### config.mk
export PLATFORM = sky130hd
export DESIGN_NAME = alarm_tone_gen
export DESIGN_NICKNAME = d
export VERILOG_FILES = /design/src/rtl/alarm_tone_gen.sv
export SDC_FILE = /design/constraint.sdc
export NUM_CORES = 1
export LEC_CHECK = 0
export BUFFER_PORTS_ARGS = -buffer_cell sky130_fd_sc_hd__buf_2
export CAP_MARGIN = 20
export CORE_AREA = 2 2 90 157
export CTS_BUF_LIST = sky130_fd_sc_hd__clkbuf_4
export CTS_CLUSTER_DIAMETER = 60
export CTS_CLUSTER_SIZE = 12
export DETAILED_ROUTE_END_ITERATION = 10
export DIE_AREA = 0 0 92 159
export GPL_ROUTABILITY_DRIVEN = 0
export PLACE_DENSITY = 0.8
export SYNTH_ARGS = -nofsm -noshare
export SYNTH_HDL_FRONTEND = slang
export SYNTH_SLANG_ARGS = --single-unit
### constraint.sdc
create_clock -name clk -period 5.08 [get_ports clk]
set_input_delay 1.016 -clock clk [delete_from_list [all_inputs] [get_ports clk]]
set_output_delay 1.016 -clock clk [all_outputs]
set_load 0.1 [all_outputs]
### src/rtl/alarm_tone_gen.sv
// Alarm sounder: square-wave tone gated by an on/off beep cadence, PWM volume, optional beep limit.
// Build option: `define ALARM_WARBLE_EN alternates tone A (odd beeps) and tone B (even beeps).
module alarm_tone_gen #(
   parameter int CLK_PER_MS = 100000,
   parameter int DIV_W      = 20,
   parameter int MS_W       = 12,
   parameter int VOL_W      = 8
) (
   input  logic             clk,
   input  logic             rst,
   input  logic             Alarm,
   input  logic [DIV_W-1:0] half_div_a,
   input  logic [DIV_W-1:0] half_div_b,
   input  logic [MS_W-1:0]  on_ms,
   input  logic [MS_W-1:0]  off_ms,
   input  logic [VOL_W-1:0] volume,
   input  logic [7:0]       max_beeps,
   output logic             AUD_PWM,
   output logic             AUD_SD,
   output logic [7:0]       beep_count,
   output logic             busy
);
   localparam int PRE_W = (CLK_PER_MS > 1) ? $clog2(CLK_PER_MS) : 1;
   localparam logic [PRE_W-1:0] PRE_MAX = PRE_W'(CLK_PER_MS - 1);
   localparam logic [PRE_W-1:0] PRE_ONE = PRE_W'(1);
   localparam logic [MS_W-1:0]  MS_ONE  = MS_W'(1);
   localparam logic [DIV_W-1:0] DIV_ONE = DIV_W'(1);
   localparam logic [VOL_W-1:0] VOL_ONE = VOL_W'(1);

   localparam logic [1:0] S_IDLE = 2'd0;
   localparam logic [1:0] S_ON   = 2'd1;
   localparam logic [1:0] S_OFF  = 2'd2;
   localparam logic [1:0] S_DONE = 2'd3;

   logic [1:0]       state, state_nxt;
   logic [PRE_W-1:0] presc;
   logic [MS_W-1:0]  ms_cnt, ms_target;
   logic [MS_W-1:0]  on_lat, off_lat;
   logic [7:0]       max_lat;
   logic [DIV_W-1:0] half_a_lat, half_sel, half_act, div_cnt;
   logic [VOL_W-1:0] carrier;
   logic             sq, tick, phase_end, on_entry, state_chg, active_nxt;

   function automatic logic [7:0] sat_inc(input logic [7:0] v);
      return (v == 8'hFF) ? v : v + 8'd1;
   endfunction

`ifdef ALARM_WARBLE_EN
   logic [DIV_W-1:0] half_b_lat;
   always_ff @(posedge clk) begin
      if (state == S_IDLE && Alarm) half_b_lat <= half_div_b;
   end
   // beep_count already holds the completed beeps, so an odd count means an even-numbered beep
   always_comb begin
      half_sel = half_a_lat;
      if (state == S_IDLE)    half_sel = half_div_a;
      else if (beep_count[0]) half_sel = half_b_lat;
   end
`else
   logic unused_half_b;
   assign unused_half_b = ^half_div_b;
   always_comb begin
      half_sel = (state == S_IDLE) ? half_div_a : half_a_lat;
   end
`endif

   always_comb begin
      tick       = (presc == PRE_MAX);
      ms_target  = (state == S_ON) ? on_lat : off_lat;
      phase_end  = (ms_target == '0) || (tick && (ms_cnt + MS_ONE == ms_target));
      state_nxt  = state;
      if (!Alarm) begin
         state_nxt = S_IDLE;
      end else begin
         case (state)
            S_IDLE:  state_nxt = S_ON;
            S_ON:    if (phase_end) state_nxt = S_OFF;
            S_OFF:   if (phase_end)
                        state_nxt = (max_lat != 8'd0 && beep_count == max_lat) ? S_DONE : S_ON;
            default: state_nxt = S_DONE;
         endcase
      end
      state_chg  = (state_nxt != state);
      on_entry   = (state_nxt == S_ON) && (state != S_ON);
      active_nxt = (state_nxt == S_ON) || (state_nxt == S_OFF);
   end

   // Cadence parameters are captured once per alarm; only volume tracks live
   always_ff @(posedge clk) begin
      if (state == S_IDLE && Alarm) begin
         on_lat     <= on_ms;
         off_lat    <= off_ms;
         max_lat    <= max_beeps;
         half_a_lat <= half_div_a;
      end
      if (on_entry) half_act <= half_sel;
   end

   always_ff @(posedge clk) begin
      if (rst) begin
         state      <= S_IDLE;
         presc      <= '0;
         ms_cnt     <= '0;
         div_cnt    <= '0;
         sq         <= 1'b0;
         carrier    <= '0;
         beep_count <= 8'd0;
         AUD_PWM    <= 1'b0;
         AUD_SD     <= 1'b0;
         busy       <= 1'b0;
      end else begin
         state   <= state_nxt;
         carrier <= carrier + VOL_ONE;

         if (state_chg || tick) presc <= '0;
         else                   presc <= presc + PRE_ONE;

         if (state_chg) ms_cnt <= '0;
         else if (tick) ms_cnt <= ms_cnt + MS_ONE;

         if (state_nxt == S_IDLE)                      beep_count <= 8'd0;
         else if (state == S_ON && state_nxt == S_OFF) beep_count <= sat_inc(beep_count);

         // Tone divider restarts at each beep so every beep begins on a low half-cycle
         if (on_entry) begin
            div_cnt <= '0;
            sq      <= 1'b0;
         end else if (state == S_ON) begin
            if (half_act == '0) begin
               div_cnt <= '0;
               sq      <= 1'b0;
            end else if (div_cnt + DIV_ONE == half_act) begin
               div_cnt <= '0;
               sq      <= ~sq;
            end else begin
               div_cnt <= div_cnt + DIV_ONE;
            end
         end

         AUD_PWM <= Alarm & sq & (carrier < volume) & (state == S_ON);
         AUD_SD  <= active_nxt;
         busy    <= active_nxt;
      end
   end
endmodule
* Word-level counts from Yosys, hierarchy flattened *
Index checks and enable logic that the tools add are counted.

word-level totals
  bits in registers = 142
  bits of input ports = 83
  output and inout port bits = 11
  word-level logic and storage cells = 67

operators by class
  add/subtract/negate cells = 5
  order comparisons = 1
  equal/unequal tests = 11
  muxes and demuxes = 11
  bitwise logic cells = 5
  reductions and logical operators = 20

operator list
  operator               number
  $mux 20                3
  $add 20x1->20 const B  1
  $eq 20x20->1           1
  $logic_not 20->1       1
  $add 17x1->17 const B  1
  $eq 17x17->1 const B   1
  $add 8x1->8 const B    2
  $add 12x1->12 const B  1
  $eq 12x12->1           1
  $logic_not 12->1       1
  $mux 12                1
  $eq 8x8->1             1
  $eq 8x8->1 const B     1
  $lt 8x8->1             1
  $mux 2                 4
  $reduce_bool 8->1      1
  $reduce_or 2->1        4
  $pmux 2 s3             1
  $logic_and 1x1->1      5
  $eq 2x1->1 const B     2
  $eq 2x2->1 const B     2
  $logic_not 2->1        2
  $reduce_and 2->1       2
  $and 1x1->1            3
  other kinds (6)        10

* Longest topological paths before layout *
  depth in word-level cells = 11
  gate-level depth with buffers = 18
  gate-level depth less buffers = 15

* Least setup slack after synthesis *
No wires, ideal clock.

  path type = register to register
  from = register presc[0]
  to = register div_cnt[5]
  library setup time = 0.130 ns
  arrival = 4.069 ns
  data required time = 4.950 ns
  setup slack = 0.881 ns
  cell stages (with the launch flop) = 19
  buffers on the path = 3
  period minus slack after synthesis = 4.199 ns
  cells stage by stage = dfxtp_1 > ha_1 > and4_1 > clkbuf_1 > and2_1 > and4_1 > clkbuf_1 > nand2_1 > a2111o_1 > o31ai_1 > mux2i_1 > and2_1 > ha_1 > and2_1 > nor2_1 > clkbuf_1 > and3_1 > a32oi_1 > o31ai_1

between the ends
  word-level cells in the longest chain between the ends = 9
  elaborated cells on any way between the ends = 10
  classes of those cells = 2 x eq/ne; 4 x mux; 4 x reduce/logical

RTL lines
  item                                  RTL line  text
  start, declared                       36        logic [PRE_W-1:0] presc;
  start signal, assigned                116       else presc <= presc + PRE_ONE;
  $eq 17x17->1 (*)                      68        tick = (presc == PRE_MAX);
  $logic_and 1x1->1 (*)                 70        phase_end = (ms_target == '0) || (tick && (ms_cnt + MS_ONE == ms_target));
  $logic_or 1x1->1 (*)                  70
  $mux 2 (on tied branches)             78, 77
  $pmux 2 s3 (*)                        75        case (state)
  $mux 2 (*)                            72        if (!Alarm) begin
  net state_nxt[0]                      35        logic [1:0] state, state_nxt;
  $eq 2x1->1 (*)                        84        on_entry = (state_nxt == S_ON) && (state != S_ON);
  $logic_and 1x1->1 (*)                 84
  net on_entry                          42        logic sq, tick, phase_end, on_entry, state_chg, active_nxt;
  $reduce_or 2->1 (no source line) (*)  -
  end signal, assigned                  136       div_cnt <= div_cnt + DIV_ONE;
  end, declared                         40        logic [DIV_W-1:0] half_a_lat, half_sel, half_act, div_cnt;

The timed path passes the listed nets; every way through them passes the cells marked *.
A chain may end at the register's enable or synchronous reset.

* Worst setup path after layout *
  from = register state[1]
  to = register div_cnt[12]

between the ends
  word-level cells in the longest chain between the ends = 11
  elaborated cells on any way between the ends = 16
  classes of those cells = 5 x eq/ne; 5 x mux; 6 x reduce/logical

RTL lines
  item                                  RTL line  text
  start, declared                       35
  start signal, assigned                112       state <= state_nxt;
  $eq 2x1->1                            69, 75
  $mux 12                               69        ms_target = (state == S_ON) ? on_lat : off_lat;
  $eq 12x12->1                          70
  $logic_and 1x1->1                     70
  $logic_or 1x1->1                      70
  $mux 2 (on tied branches)             78, 77
  $pmux 2 s3                            75
  $mux 2                                72
  $eq 2x1->1                            84
  $logic_and 1x1->1 (*)                 84
  net on_entry                          42
  $reduce_or 2->1 (no source line) (*)  -

Marked as above.

==> summary.txt <==
Status -> completed
Synth area leader -> edfxtp_1
Vert. Die Dim -> 159 um
Post-CTS setup buffer count -> 0
Worst-path clk slew -> 0.14 ns
Total die area -> 14,600 um2
Min-Delay Path Class -> reg -> reg
VDD IR max -> 0.000198 V
Largest net degree at the start of global routing -> 53
Cell variety after synth -> 65
Slew headroom -> 28.9%
Overall overflow remaining after global route -> 0
Top Ports -> 94
DRC -> 0
Largest family of logic cells by synthesized area -> simple AND/OR/NAND/NOR gates
Post-synthesis mux area share -> 5.04%
Clock sink count -> 142
Gate count after technology mapping -> 688
Die width -> 92 um
Average cell area after synthesis -> 10.5 um2
Yosys warns -> 0
CP endpoint kind -> register
Crit path launch type -> register
Top-area cell type share of the netlist area -> 29.8%
Clk root buf -> clkbuf_4
Synth Register Bits -> 142
Total GRT Usage -> 22.6%
CTS tree -> done
Mapped Area -> 7250 um2
Endpoints failing hold -> 0
DRT Wirelength -> 16,200 um
CTS-repair resized insts -> 0
Async S/R FF share, synth -> 0%
Synth Area in Compound Gates -> 9.34%
Max FO, Critical Path -> 16
Post-synthesis adder-cell area fraction -> 2.59%
Peak Freq -> 0.214 GHz
Fraction of layout cells with a size suffix above 1 -> 19.0%
Fin crit period -> 4.66 ns
Vias in the first global route -> 5,752
Initial DRC count -> 276
Number of flops mapped to enable cells by yosys -> 72
Post-route antenna net violation count -> 0
Final setup viols -> 0
Clock buffer depth -> 2
DRT Pass-1 Iters -> 5
Final nets -> 854
Post-synthesis xor/xnor area fraction -> 9.91%
Area share of and/or/nand/nor cells after synthesis -> 20.5%
Worst skew pair latency -> 0.57 ns
CORE AREA -> 13,300 um2
Site Rows -> 56
Initial core utilization -> 54.5%
Initial antenna violation count -> 1
Num CTS Buffers -> 17
Vias after detailed routing -> 5,691
Area growth syn-to-layout -> 11.4%
CTS Hold Bufs -> 0
PwrDens -> 277 nW/um2
Worst Tran Pin Value -> 1.06 ns
Top cells by area, synth -> edfxtp_1 (30%), dfxtp_1 (19%), xnor2_1 (5.4%), xor2_1 (4.5%), mux2_2 (3.1%)
WP data required -> 5.55 ns
Final Skew -> 0.0266 ns
Htree depth -> 4
RSZ-0062 raised after global routing -> no
Max-slew violations -> 0
Worst setup path class -> reg -> reg
Ys flop type -> edfxtp_1
Via/cell ratio -> 6.03
Pleak -> 2.96 nW
Final Cycle Share -> 91.8%
Arrival @ worst endpoint -> 5.14 ns
Global-route wire length before repair -> 26,400 um
Setup tns final -> 0 ns
Final core occ -> 60.7%
Number of port buffers -> 73
Max-cap violations -> 0
Post-synthesis sequential area ratio -> 49.2%
Routed len/inst -> 17.1 um
Syn_nets -> 786
Dpl hpwl -> 11,900 um
-- state kept, by name, summed over array words and instances, names as in the netlist, 2 cells and up --
register    flops
half_a_lat     20
state           2
max_lat         8
ms_cnt         12
off_lat        12
div_cnt        20
half_act       20
beep_count      8
on_lat         12
carrier         8
presc          17
-- layer usage --
metal / global-route usage [%] / routed length, um / part of all wire, %
met2: 43.3 / 9110 / 56
met5: 0 / 0 / 0
met4: 12.8 / 787 / 4.9
met1: 21.6 / 5530 / 34
met3: 4.69 / 752 / 4.6
-- cell families after synthesis --
kind of cell	after synthesis
flip-flops	142
adder cells (fa/ha/maj)	15
AND/OR/NAND/NOR	268
multiplexers	34
XOR/XNOR	82
AO/OA/AOI/OAI	93
buffers and inverters	54
-- cell usage in the layout, fill, tap and decap left out, types with 19 or more instances in the layout --
cell type and instances:
mux2_2 20, nand3_1 42, edfxtp_1 72, xor2_1 37
nand2_1 36, nor3_1 21, nand4_1 21, dfxtp_1 70
nor2_1 49, buf_2 73, xnor2_1 45, inv_1 19
-- worst max-delay path, cell delays in order (launching register included) --
cell and delay [ns]:
dfxtp_1 0.51, nand2b_1 0.33, buf_4 0.24, mux2i_1 0.34, and2_1 0.23, a211oi_1 0.09
o31a_1 0.34, o31ai_1 0.45, a211oi_1 0.19, nand2b_1 0.20, ha_1 0.21, and2_1 0.15
nor2_1 0.80, and4b_1 0.33, a22oi_1 0.07, o31ai_1 0.11
-- path summary, 6_finish.rpt --
check	startpoint	to	slack, ns	cells after the start
setup / recovery	state[1]	div_cnt[12]	0.42	15
hold / removal	carrier[0]	carrier[0]	0.48	1
setup reg to reg	state[1]	div_cnt[12]	0.42	15
hold reg to reg	carrier[0]	carrier[0]	0.48	1
-- synth_stat cells, drive strengths merged (14+ instances only) --
cell    number
buf         17
clkbuf      18
nand2       37
mux2i       14
and4        17
nor3        22
nand3       43
nand4       22
ha          15
mux2        20
xor2        37
inv         19
xnor2       45
o31ai       15
edfxtp      72
nor2        49
nor2b       14
nor4        17
dfxtp       70
-- cell type report --
type	count	area, um2
Fill cell	1083	5240
Tap cell	174	218
Timing Repair Buffer	84	460
Antenna cell	1	2.50
Inverter	19	71.3
Multi-Input combinational cell	492	3440
Clock buffer	17	128
Clock inverter	15	194
Sequential cell	142	3560
-- where the power goes --
part / leakage [nW] / internal, mW / switching [mW]
combinational: 1.54 / 0.0733 / 0.0930
sequential: 1.26 / 1.25 / 0.0264
clock: 0.168 / 0.320 / 0.475
-- stage by stage --
| step | std cells | cell area (um2) | setup WS, ns | total power [mW] | hold slack (ns) |
|---|---|---|---|---|---|
| detailed placement | 910 | 7730 | 0.577 | 1.47 | 0.467 |
| floorplan | 688 | 7250 | 0.881 | 1.40 | 0.421 |
| finish | 944 | 8080 | 0.417 | 2.24 | 0.477 |
| global placement | 910 | 7730 | 0.721 | 1.46 | 0.435 |
| CTS | 942 | 8050 | 0.503 | 2.26 | 0.486 |
| global route | 944 | 8080 | 0.213 | 2.32 | 0.522 |
(Power assumes the default switching activity.)
